## src/rtl/bus_cycle_sequencer_if.sv

```systemverilog
// 8085 machine-cycle bus bundle: requester handshake on one side, bus pins on the other.
// The slave modport is the sequencer; the master modport is the core/pin side.
interface bus_cycle_sequencer_if #(
  parameter int ADDR_W = 16,
  parameter int DATA_W = 8
);
  logic              cycle_req;
  logic [2:0]        cycle_type;
  logic [ADDR_W-1:0] cycle_addr;
  logic [DATA_W-1:0] cycle_wdata;
  logic              ready;
  logic              cycle_ack;
  logic [DATA_W-1:0] rdata;
  logic              rdata_valid;
  logic              cycle_done;
  logic              dbus_to_instr_reg;
  logic [DATA_W-1:0] ad_in;
  logic [DATA_W-1:0] ad_out;
  logic              ad_oe;
  logic [7:0]        haddress;
  logic              ALE, RDn, WRn, IOMn, S0, S1;
  logic [2:0]        tstate;

  modport slave (
    input  cycle_req, cycle_type, cycle_addr, cycle_wdata, ready, ad_in,
    output cycle_ack, rdata, rdata_valid, cycle_done, dbus_to_instr_reg,
           ad_out, ad_oe, haddress, ALE, RDn, WRn, IOMn, S0, S1, tstate
  );

  modport master (
    output cycle_req, cycle_type, cycle_addr, cycle_wdata, ready, ad_in,
    input  cycle_ack, rdata, rdata_valid, cycle_done, dbus_to_instr_reg,
           ad_out, ad_oe, haddress, ALE, RDn, WRn, IOMn, S0, S1, tstate
  );
endinterface

```

## src/rtl/bus_cycle_sequencer.sv

```systemverilog
// 8085 machine-cycle sequencer (T1/T2/TW/T3/T4) driving ALE, RDn/WRn, status and the muxed AD bus.
// Optional READY_WAIT_EN: when defined, READY inserts TW states; otherwise T2 always advances to T3.
module bus_cycle_sequencer #(
  parameter int ADDR_W = 16,
  parameter int DATA_W = 8
) (
  input logic                  clk,
  input logic                  rst,
  bus_cycle_sequencer_if.slave bus
);
  localparam logic [2:0] S_IDLE = 3'd0;
  localparam logic [2:0] S_T1   = 3'd1;
  localparam logic [2:0] S_T2   = 3'd2;
  localparam logic [2:0] S_TW   = 3'd3;
  localparam logic [2:0] S_T3   = 3'd4;
  localparam logic [2:0] S_T4   = 3'd5;

  localparam logic [2:0] C_FETCH = 3'd0;
  localparam logic [2:0] C_MRD   = 3'd1;
  localparam logic [2:0] C_MWR   = 3'd2;
  localparam logic [2:0] C_IORD  = 3'd3;
  localparam logic [2:0] C_IOWR  = 3'd4;
  localparam logic [2:0] C_INTA  = 3'd5;

  logic [2:0]        r_state, w_next;
  logic [2:0]        r_type;
  logic [DATA_W-1:0] r_wdata, r_ad_out, r_rdata;
  logic [7:0]        r_haddr;
  logic              r_iomn, r_rdata_valid;

  logic w_is_write, w_is_read, w_has_t4, w_final, w_req_ok, w_accept;
  logic w_strobe, w_ready, w_s1, w_s0;

`ifdef READY_WAIT_EN
  assign w_ready = bus.ready;
`else
  logic w_unused_ready;
  assign w_unused_ready = bus.ready;
  assign w_ready        = 1'b1;
`endif

  assign w_is_write = (r_type == C_MWR) || (r_type == C_IOWR);
  assign w_is_read  = !w_is_write;
  assign w_has_t4   = (r_type == C_FETCH) || (r_type == C_INTA);
  assign w_final    = ((r_state == S_T3) && !w_has_t4) || (r_state == S_T4);
  assign w_req_ok   = bus.cycle_req && (bus.cycle_type <= C_INTA);
  // Accept in IDLE or in the last T-state so back-to-back cycles have no idle gap.
  assign w_accept   = w_req_ok && ((r_state == S_IDLE) || w_final);
  assign w_strobe   = (r_state == S_T2) || (r_state == S_TW) || (r_state == S_T3);

  always_comb begin
    w_next = r_state;
    case (r_state)
      S_IDLE:  if (w_accept) w_next = S_T1;
      S_T1:    w_next = S_T2;
      S_T2:    w_next = w_ready ? S_T3 : S_TW;
      S_TW:    if (w_ready) w_next = S_T3;
      S_T3:    if (w_has_t4) w_next = S_T4;
               else          w_next = w_accept ? S_T1 : S_IDLE;
      S_T4:    w_next = w_accept ? S_T1 : S_IDLE;
      default: w_next = S_IDLE;
    endcase
  end

  always_ff @(posedge clk or negedge rst) begin
    if (!rst) begin
      r_state       <= S_IDLE;
      r_type        <= C_FETCH;
      r_wdata       <= '0;
      r_ad_out      <= '0;
      r_haddr       <= '0;
      r_iomn        <= 1'b0;
      r_rdata       <= '0;
      r_rdata_valid <= 1'b0;
    end else begin
      r_state       <= w_next;
      r_rdata_valid <= (r_state == S_T3) && w_is_read;
      if ((r_state == S_T3) && w_is_read)
        r_rdata <= bus.ad_in;
      if (w_accept) begin
        r_type   <= bus.cycle_type;
        r_wdata  <= bus.cycle_wdata;
        r_haddr  <= bus.cycle_addr[ADDR_W-1 -: 8];
        r_ad_out <= bus.cycle_addr[DATA_W-1:0];
        r_iomn   <= (bus.cycle_type == C_IORD) || (bus.cycle_type == C_IOWR) ||
                    (bus.cycle_type == C_INTA);
      end else if ((r_state == S_T1) && w_is_write) begin
        r_ad_out <= r_wdata;
      end
    end
  end

  always_comb begin
    w_s1 = 1'b0;
    w_s0 = 1'b0;
    if (r_state != S_IDLE) begin
      case (r_type)
        C_FETCH: {w_s1, w_s0} = 2'b11;
        C_MRD:   {w_s1, w_s0} = 2'b10;
        C_MWR:   {w_s1, w_s0} = 2'b01;
        C_IORD:  {w_s1, w_s0} = 2'b10;
        C_IOWR:  {w_s1, w_s0} = 2'b01;
        C_INTA:  {w_s1, w_s0} = 2'b11;
        default: {w_s1, w_s0} = 2'b00;
      endcase
    end
  end

  // Read and write strobes decode from disjoint type sets, so RDn and WRn never both go low.
  assign bus.ALE               = (r_state == S_T1);
  assign bus.RDn               = !(w_strobe && w_is_read);
  assign bus.WRn               = !(w_strobe && w_is_write);
  assign bus.ad_oe             = (r_state == S_T1) || (w_strobe && w_is_write);
  assign bus.IOMn              = r_iomn;
  assign bus.S1                = w_s1;
  assign bus.S0                = w_s0;
  assign bus.ad_out            = r_ad_out;
  assign bus.haddress          = r_haddr;
  assign bus.cycle_ack         = (r_state == S_T1);
  assign bus.cycle_done        = w_final;
  assign bus.dbus_to_instr_reg = (r_state == S_T3) && w_has_t4;
  assign bus.rdata             = r_rdata;
  assign bus.rdata_valid       = r_rdata_valid;
  assign bus.tstate            = r_state;
endmodule

```

## src/flat_wrapper.sv

```systemverilog
// flat-port wrapper written by rule: the top's interface ports become plain ports
module bus_cycle_sequencer_flat 
#(
  parameter int ADDR_W = 16,
  parameter int DATA_W = 8
)
  (clk, rst, bus_cycle_req, bus_cycle_type, bus_cycle_addr, bus_cycle_wdata, bus_ready, bus_ad_in, bus_cycle_ack, bus_rdata, bus_rdata_valid, bus_cycle_done, bus_dbus_to_instr_reg, bus_ad_out, bus_ad_oe, bus_haddress, bus_ALE, bus_RDn, bus_WRn, bus_IOMn, bus_S0, bus_S1, bus_tstate);
  bus_cycle_sequencer_if #(.ADDR_W(ADDR_W), .DATA_W(DATA_W)) bus_i ();
  input logic clk;
  input logic rst;
  input wire logic [$bits(bus_i.cycle_req)-1:0] bus_cycle_req;
  input wire logic [$bits(bus_i.cycle_type)-1:0] bus_cycle_type;
  input wire logic [$bits(bus_i.cycle_addr)-1:0] bus_cycle_addr;
  input wire logic [$bits(bus_i.cycle_wdata)-1:0] bus_cycle_wdata;
  input wire logic [$bits(bus_i.ready)-1:0] bus_ready;
  input wire logic [$bits(bus_i.ad_in)-1:0] bus_ad_in;
  output wire logic [$bits(bus_i.cycle_ack)-1:0] bus_cycle_ack;
  output wire logic [$bits(bus_i.rdata)-1:0] bus_rdata;
  output wire logic [$bits(bus_i.rdata_valid)-1:0] bus_rdata_valid;
  output wire logic [$bits(bus_i.cycle_done)-1:0] bus_cycle_done;
  output wire logic [$bits(bus_i.dbus_to_instr_reg)-1:0] bus_dbus_to_instr_reg;
  output wire logic [$bits(bus_i.ad_out)-1:0] bus_ad_out;
  output wire logic [$bits(bus_i.ad_oe)-1:0] bus_ad_oe;
  output wire logic [$bits(bus_i.haddress)-1:0] bus_haddress;
  output wire logic [$bits(bus_i.ALE)-1:0] bus_ALE;
  output wire logic [$bits(bus_i.RDn)-1:0] bus_RDn;
  output wire logic [$bits(bus_i.WRn)-1:0] bus_WRn;
  output wire logic [$bits(bus_i.IOMn)-1:0] bus_IOMn;
  output wire logic [$bits(bus_i.S0)-1:0] bus_S0;
  output wire logic [$bits(bus_i.S1)-1:0] bus_S1;
  output wire logic [$bits(bus_i.tstate)-1:0] bus_tstate;
  assign bus_i.cycle_req = bus_cycle_req;
  assign bus_i.cycle_type = bus_cycle_type;
  assign bus_i.cycle_addr = bus_cycle_addr;
  assign bus_i.cycle_wdata = bus_cycle_wdata;
  assign bus_i.ready = bus_ready;
  assign bus_i.ad_in = bus_ad_in;
  assign bus_cycle_ack = bus_i.cycle_ack;
  assign bus_rdata = bus_i.rdata;
  assign bus_rdata_valid = bus_i.rdata_valid;
  assign bus_cycle_done = bus_i.cycle_done;
  assign bus_dbus_to_instr_reg = bus_i.dbus_to_instr_reg;
  assign bus_ad_out = bus_i.ad_out;
  assign bus_ad_oe = bus_i.ad_oe;
  assign bus_haddress = bus_i.haddress;
  assign bus_ALE = bus_i.ALE;
  assign bus_RDn = bus_i.RDn;
  assign bus_WRn = bus_i.WRn;
  assign bus_IOMn = bus_i.IOMn;
  assign bus_S0 = bus_i.S0;
  assign bus_S1 = bus_i.S1;
  assign bus_tstate = bus_i.tstate;
  bus_cycle_sequencer #(.ADDR_W(ADDR_W), .DATA_W(DATA_W)) u_core (.clk(clk), .rst(rst), .bus(bus_i));
endmodule
```

## config.mk

```make
export PLATFORM = sky130hd
export DESIGN_NAME = bus_cycle_sequencer_flat
export DESIGN_NICKNAME = d
export VERILOG_FILES = /design/src/rtl/bus_cycle_sequencer_if.sv /design/src/rtl/bus_cycle_sequencer.sv /design/src/flat_wrapper.sv
export SDC_FILE = /design/constraint.sdc
export NUM_CORES = 1
export LEC_CHECK = 0
export BUFFER_PORTS_ARGS = -buffer_cell sky130_fd_sc_hd__buf_2
export CAP_MARGIN = 20
export CORE_MARGIN = 3
export CORE_UTILIZATION = 37
export DETAILED_ROUTE_END_ITERATION = 7
export PLACE_DENSITY = 0.78
export SYNTH_ARGS = -nofsm -noshare
export SYNTH_HDL_FRONTEND = slang
export SYNTH_SLANG_ARGS = --single-unit
```

## constraint.sdc

```tcl
create_clock -name clk -period 2 [get_ports clk]
set_clock_uncertainty 0.2 [all_clocks]
set_input_delay 0.5 -clock clk [delete_from_list [all_inputs] [get_ports clk]]
set_output_delay 0.5 -clock clk [all_outputs]
set_load 0.01 [all_outputs]
```

== Yosys cells after proc, flatten, opt, wreduce, memory -nomap -nowiden ==
Cells that the tools add are included.

* Register bits: 40
* Bits of input ports: 39
* Output and inout port bits: 38
* Logic and storage cells: 61

* Order comparisons: 1
* Equal/unequal tests: 14
* Muxes and demuxes: 10
* Reduce and logical (&&, ||, !) cells: 28

{| class="wikitable"
|+ Operator list
! cell !! count
|-
| $eq A3 B3 Y1 const B || 6
|-
| $mux W8 || 2
|-
| $eq A3 B2 Y1 const B || 5
|-
| $pmux W3 S5 || 1
|-
| $logic_or A1 B1 Y1 || 9
|-
| $logic_and A1 B1 Y1 || 8
|-
| $reduce_or A4 Y1 || 2
|-
| $eq A3 B1 Y1 const B || 2
|-
| $logic_not A3 Y1 || 2
|-
| $mux W3 || 2
|-
| $mux W1 || 5
|-
| $logic_not A1 Y1 || 4
|-
| $le A3 B3 Y1 const B || 1
|-
| $reduce_bool A3 Y1 || 1
|-
| $ne A2 B1 Y1 const B || 1
|-
| $reduce_bool A2 Y1 || 1
|-
| $reduce_or A2 Y1 || 1
|}

== Depth between registers and ports, before layout ==
* Word-level depth: 10
* Gate-level depth with buffers: 6

== Worst setup path before layout ==
No wires, ideal clock.

* Path type: register -> register
* From: register u_core.r_state[1], in the netlist u_core.bus.tstate[1]
* To: register u_core.r_ad_out[7], in the netlist u_core.bus.ad_out[7]
* Arrival time: 1.868 ns
* Setup slack: -0.195 ns
* Cell stages (with the launch flop): 5
* Path buffers: 0
* Clock period less this slack: 2.195 ns
* Path through: dfrtp_1 -> or3b_4 -> nor3_4 -> mux2_1 -> mux2_1

* Cells in the longest elaborated chain, start to end: 6
* Elaborated cells on any way between the ends: 11

{| class="wikitable"
|+ Ends and longest elaborated chain
! what !! RTL line !! text
|-
| start, declared || bus_cycle_sequencer.sv:25 || <nowiki>logic [2:0] r_state, w_next;</nowiki>
|-
| start signal, assigned || bus_cycle_sequencer.sv:76 || <nowiki>r_state <= w_next;</nowiki>
|-
| $eq A3 B3 Y1 || bus_cycle_sequencer.sv:45 || <nowiki>assign w_final = ((r_state == S_T3) && !w_has_t4) || (r_state == S_T4);</nowiki>
|-
| $logic_and A1 B1 Y1 || bus_cycle_sequencer.sv:45 ||
|-
| $logic_or A1 B1 Y1 || bus_cycle_sequencer.sv:45 ||
|-
| $logic_or A1 B1 Y1 || bus_cycle_sequencer.sv:48 || <nowiki>assign w_accept = w_req_ok && ((r_state == S_IDLE) || w_final);</nowiki>
|-
| $logic_and A1 B1 Y1 || bus_cycle_sequencer.sv:48 ||
|-
| $mux W8 / $reduce_bool A2 Y1 (equally long branches) || - ||
|-
| end signal, assigned || bus_cycle_sequencer.sv:84 || <nowiki>r_ad_out <= bus.cycle_addr[DATA_W-1:0];</nowiki>
|-
| end signal, assigned || bus_cycle_sequencer.sv:88 || <nowiki>r_ad_out <= r_wdata;</nowiki>
|-
| end, declared || bus_cycle_sequencer.sv:27 || <nowiki>logic [DATA_W-1:0] r_wdata, r_ad_out, r_rdata;</nowiki>
|}

Parallel ways exist; a longest one is shown, timed or not.
A chain may end at the register's enable or synchronous reset.

== Worst setup path after layout ==
* From: register u_core.r_type[0]
* To: output bus_cycle_done

* Cells in the longest elaborated chain, start to end: 5
* Elaborated cells on any way between the ends: 6

{| class="wikitable"
|+ Ends and longest elaborated chain
! what !! RTL line !! text
|-
| start, declared || bus_cycle_sequencer.sv:26 || <nowiki>logic [2:0] r_type;</nowiki>
|-
| start signal, assigned || bus_cycle_sequencer.sv:81 || <nowiki>r_type <= bus.cycle_type;</nowiki>
|-
| $eq A3 B3 Y1 / $logic_not A3 Y1 (equally long branches) || bus_cycle_sequencer.sv:44 || <nowiki>assign w_has_t4 = (r_type == C_FETCH) || (r_type == C_INTA);</nowiki>
|-
| $logic_or A1 B1 Y1 (*) || bus_cycle_sequencer.sv:44 ||
|-
| $logic_not A1 Y1 (*) || bus_cycle_sequencer.sv:45 ||
|-
| $logic_and A1 B1 Y1 (*) || bus_cycle_sequencer.sv:45 ||
|-
| $logic_or A1 B1 Y1 (*) || bus_cycle_sequencer.sv:45 ||
|-
| end, declared || flat_wrapper.sv:20 || <nowiki>output wire logic [$bits(bus_i.cycle_done)-1:0] bus_cycle_done;</nowiki>
|}

Every way passes the cells marked *; elsewhere a longest branch is shown, timed or not.

==> metrics.txt <==
hold wc startpoint=bus_cycle_addr[6]; initial drt markers=25; reg2reg end=u_core.r_type[2]$_DFFE_PN0N_; setup ws final=-224 ps; max cap viols=0; sequential cell area=around 0.001 mm2; sequential share of power=29.7%; crit start category=register; core footprint=0.00450 mm2; pin count of the biggest net entering global routing=24; Worst Path Class, Setup=register to primary output; Die W=around 75 um; slew margin rel.=between 60% and 70%; die footprint=0.00569 mm2; Switch Pwr=1630 uW; Worst Setup SP=u_core.r_type[0]$_DFFE_PN0N_; via density per instance=4.78; Layout Nets=275; dpl hpwl=2870 um; Final Hold Fails=0; clock share of power=11.6%; Synth Area in Simple Gates=9.82%; R2R Path Start=u_core.r_type[2]$_DFFE_PN0N_; port bufs=between 70 and 80; RSZ-0062 raised after global routing=true; CTS tree=done; status=finished with violations; clock buffer count from CTS=5; Syn Area/Cell=14.4 um2; worst-margin pin slew=503 ps; crit path max fanout=4; io pins=77; Synth Net Count=163; crit path capture=bus_cycle_done; fin cells=288; most frequent cells in the layout=buf_2 (72), dfrtp_1 (38), mux2_4 (36); Initial Utilization=between 30% and 40%; sequential share of the synthesized area=a little under three fifths; number of synthesized flops with an enable pin=0; Die Ht=75.4 um; share of cells above drive strength 1=75.4%; clk_lat worst skew=280 ps; Area Overhead vs Synth=61.9%; PD cells=1700 mW/mm2; Final Routed Wirelength=4350 um; failing checks=negative setup slack; GRT Total Usage=15.4%; Max IR drop VDD=0.918 mV; Antenna diodes=0; Post-Synth XOR/XNOR Area=0.912%; via count=between 1000 and 1500; initial antenna violation count=0; complex-gate fraction of the synthesized area=2.18%; vias in the first global route=1388; flops & latches, synth=40; Final period util=111%; largest family of logic cells by synthesized area=multiplexers; drt wl/cell=roughly 15 um; Post-Route Hold Slack=242 ps; Filler Cell Count=341; Core Rows=24; Hold Path Class=input port to register; Max Buffers Root-to-Sink=2; first-pass GRT wire length=6520 um; # clock sinks=40; combinational share of power=between 50 and 60%; mux cell area share after synthesis=28.4%; CTS root buf=clkbuf_8; async set or reset register ratio after synthesis=100%; drc violations=0; synthesized area=0.00178 mm2; placer congestion estimate=0.717; switch share=33.3%; drt first pass iters=2; crit path time final=roughly 2200 ps; grt total ovfl=0; Multi-input gate area=938 um2; Data arrival, critical path=1520 ps; Netlist cell types=26; htree depth=2; Worst Setup End Kind=primary output; final slew viol count=0; final setup vio count=37; Reg2Reg Depth=8; commonest non-fill, non-tap cell in the layout=buf_2; CTS clk-pin slew, worst paths=70 ps; Ys Warns=0; CP required=1300 ps; Placed Instances=263; Detail Route Antenna Nets=0; top_reg_cell synth=dfrtp_1; adder-cell area share of the yosys netlist=0%; fmax=0.450 GHz; Leakage=0.00146 uW; pre-CTS WS=-99.8 ps; Layout Utilization=64.1%; cells after synthesis=approximately 120; FF-to-FF setup slack=-200 ps; Int Pwr=3270 uW
repair_timing:
| item | 4_1_cts | 5_1_grt |
|---|---|---|
| pin swaps | 5 | 5 |
| setup buffers | 7 | 8 |
| endpoints found under the setup margin | 17 | 37 |
| cloned | 0 | 3 |
| gates resized for setup | 34 | 26 |
| hold endpoints to repair | 17 | 0 |
| hold buffers | 1 | 0 |
cells in the mapped netlist, types with 2 or more instances:
cell type	count	area, um2
dfrtp_1	40	1000
mux2_1	35	394
mux2_2	9	101
nor2_1	7	26.3
nand2_1	5	18.8
inv_1	3	11.3
nand2b_1	3	18.8
buf_6	2	22.5
nor3_4	2	32.5
o21ai_0	2	10.0
critical path, stage by stage, from the launching register on:
cell and delay, ps:
dfrtp_1 420, and2b_1 200, or3_4 360, nor2_2 80, nor3b_1 50, buf_2 130
per-layer routing:
layer  GRT usage, %  wire length (um)  part of all wire, %  vias up
li1               -                 -                    -      661
met1           19.4              1850                   43      665
met2           24.9              2170                   50       46
met3           5.80               298                  6.8        5
met4           4.08                26                 0.60        0
met5              0                 0                    0        -
worst min path at each step:
stage                                         end  slack (ps)  cells past startpoint
2_1_floorplan         u_core.bus.IOMn$_DFFE_PN0N_           4                      0
3_3_place_gp   u_core.bus.haddress[6]$_DFFE_PN0N_         260                      1
3_5_place_dp   u_core.bus.haddress[6]$_DFFE_PN0N_         270                      1
4_1_cts             u_core.r_wdata[4]$_DFFE_PN0N_         220                      2
5_1_grt             u_core.r_wdata[4]$_DFFE_PN0N_         230                      2
6_report         u_core.bus.ad_out[6]$_DFFE_PN0P_         240                      2
layout make-up:
class	instances	share of cell area, %
flip-flops and latches	40	34.8
multi-input cells	77	32.5
repair buffers	109	26.7
clock buffers	7	3.34
well taps	52	2.25
inverters	3	0.477
power groups by stage:
stage	Clock (uW)	Combinational, uW	Sequential (uW)
global placement	0	1950	1410
CTS	584	2450	1440
floorplan	0	1030	1590
finish	566	2880	1450
global route	612	3090	1500
detailed placement	0	2000	1430
state kept, by name (all words and copies together) (netlist names):
register,flops
u_core.bus.haddress,8
u_core.bus.IOMn,1
u_core.bus.rdata_valid,1
u_core.r_type,3
u_core.bus.rdata,8
u_core.bus.tstate,3
u_core.r_wdata,8
u_core.bus.ad_out,8
metrics by stage:
step	area, um2	setup TNS (ps)	total power (uW)
floorplan	1820	-2820	2620
global placement	2380	-587	3360
detailed placement	2380	-752	3430
CTS	2680	-2490	4480
global route	2890	-6830	5200
finish	2890	-5260	4890
cells by family after synthesis:
family,count (synthesis)
muxes,45
xor gates and xnor gates,1
and+or+nand+nor,26
AOI/OAI and AO/OA,5
buffers and inverters,7
DFF,40
No activity file was read; power rests on OpenSTA's default activity.
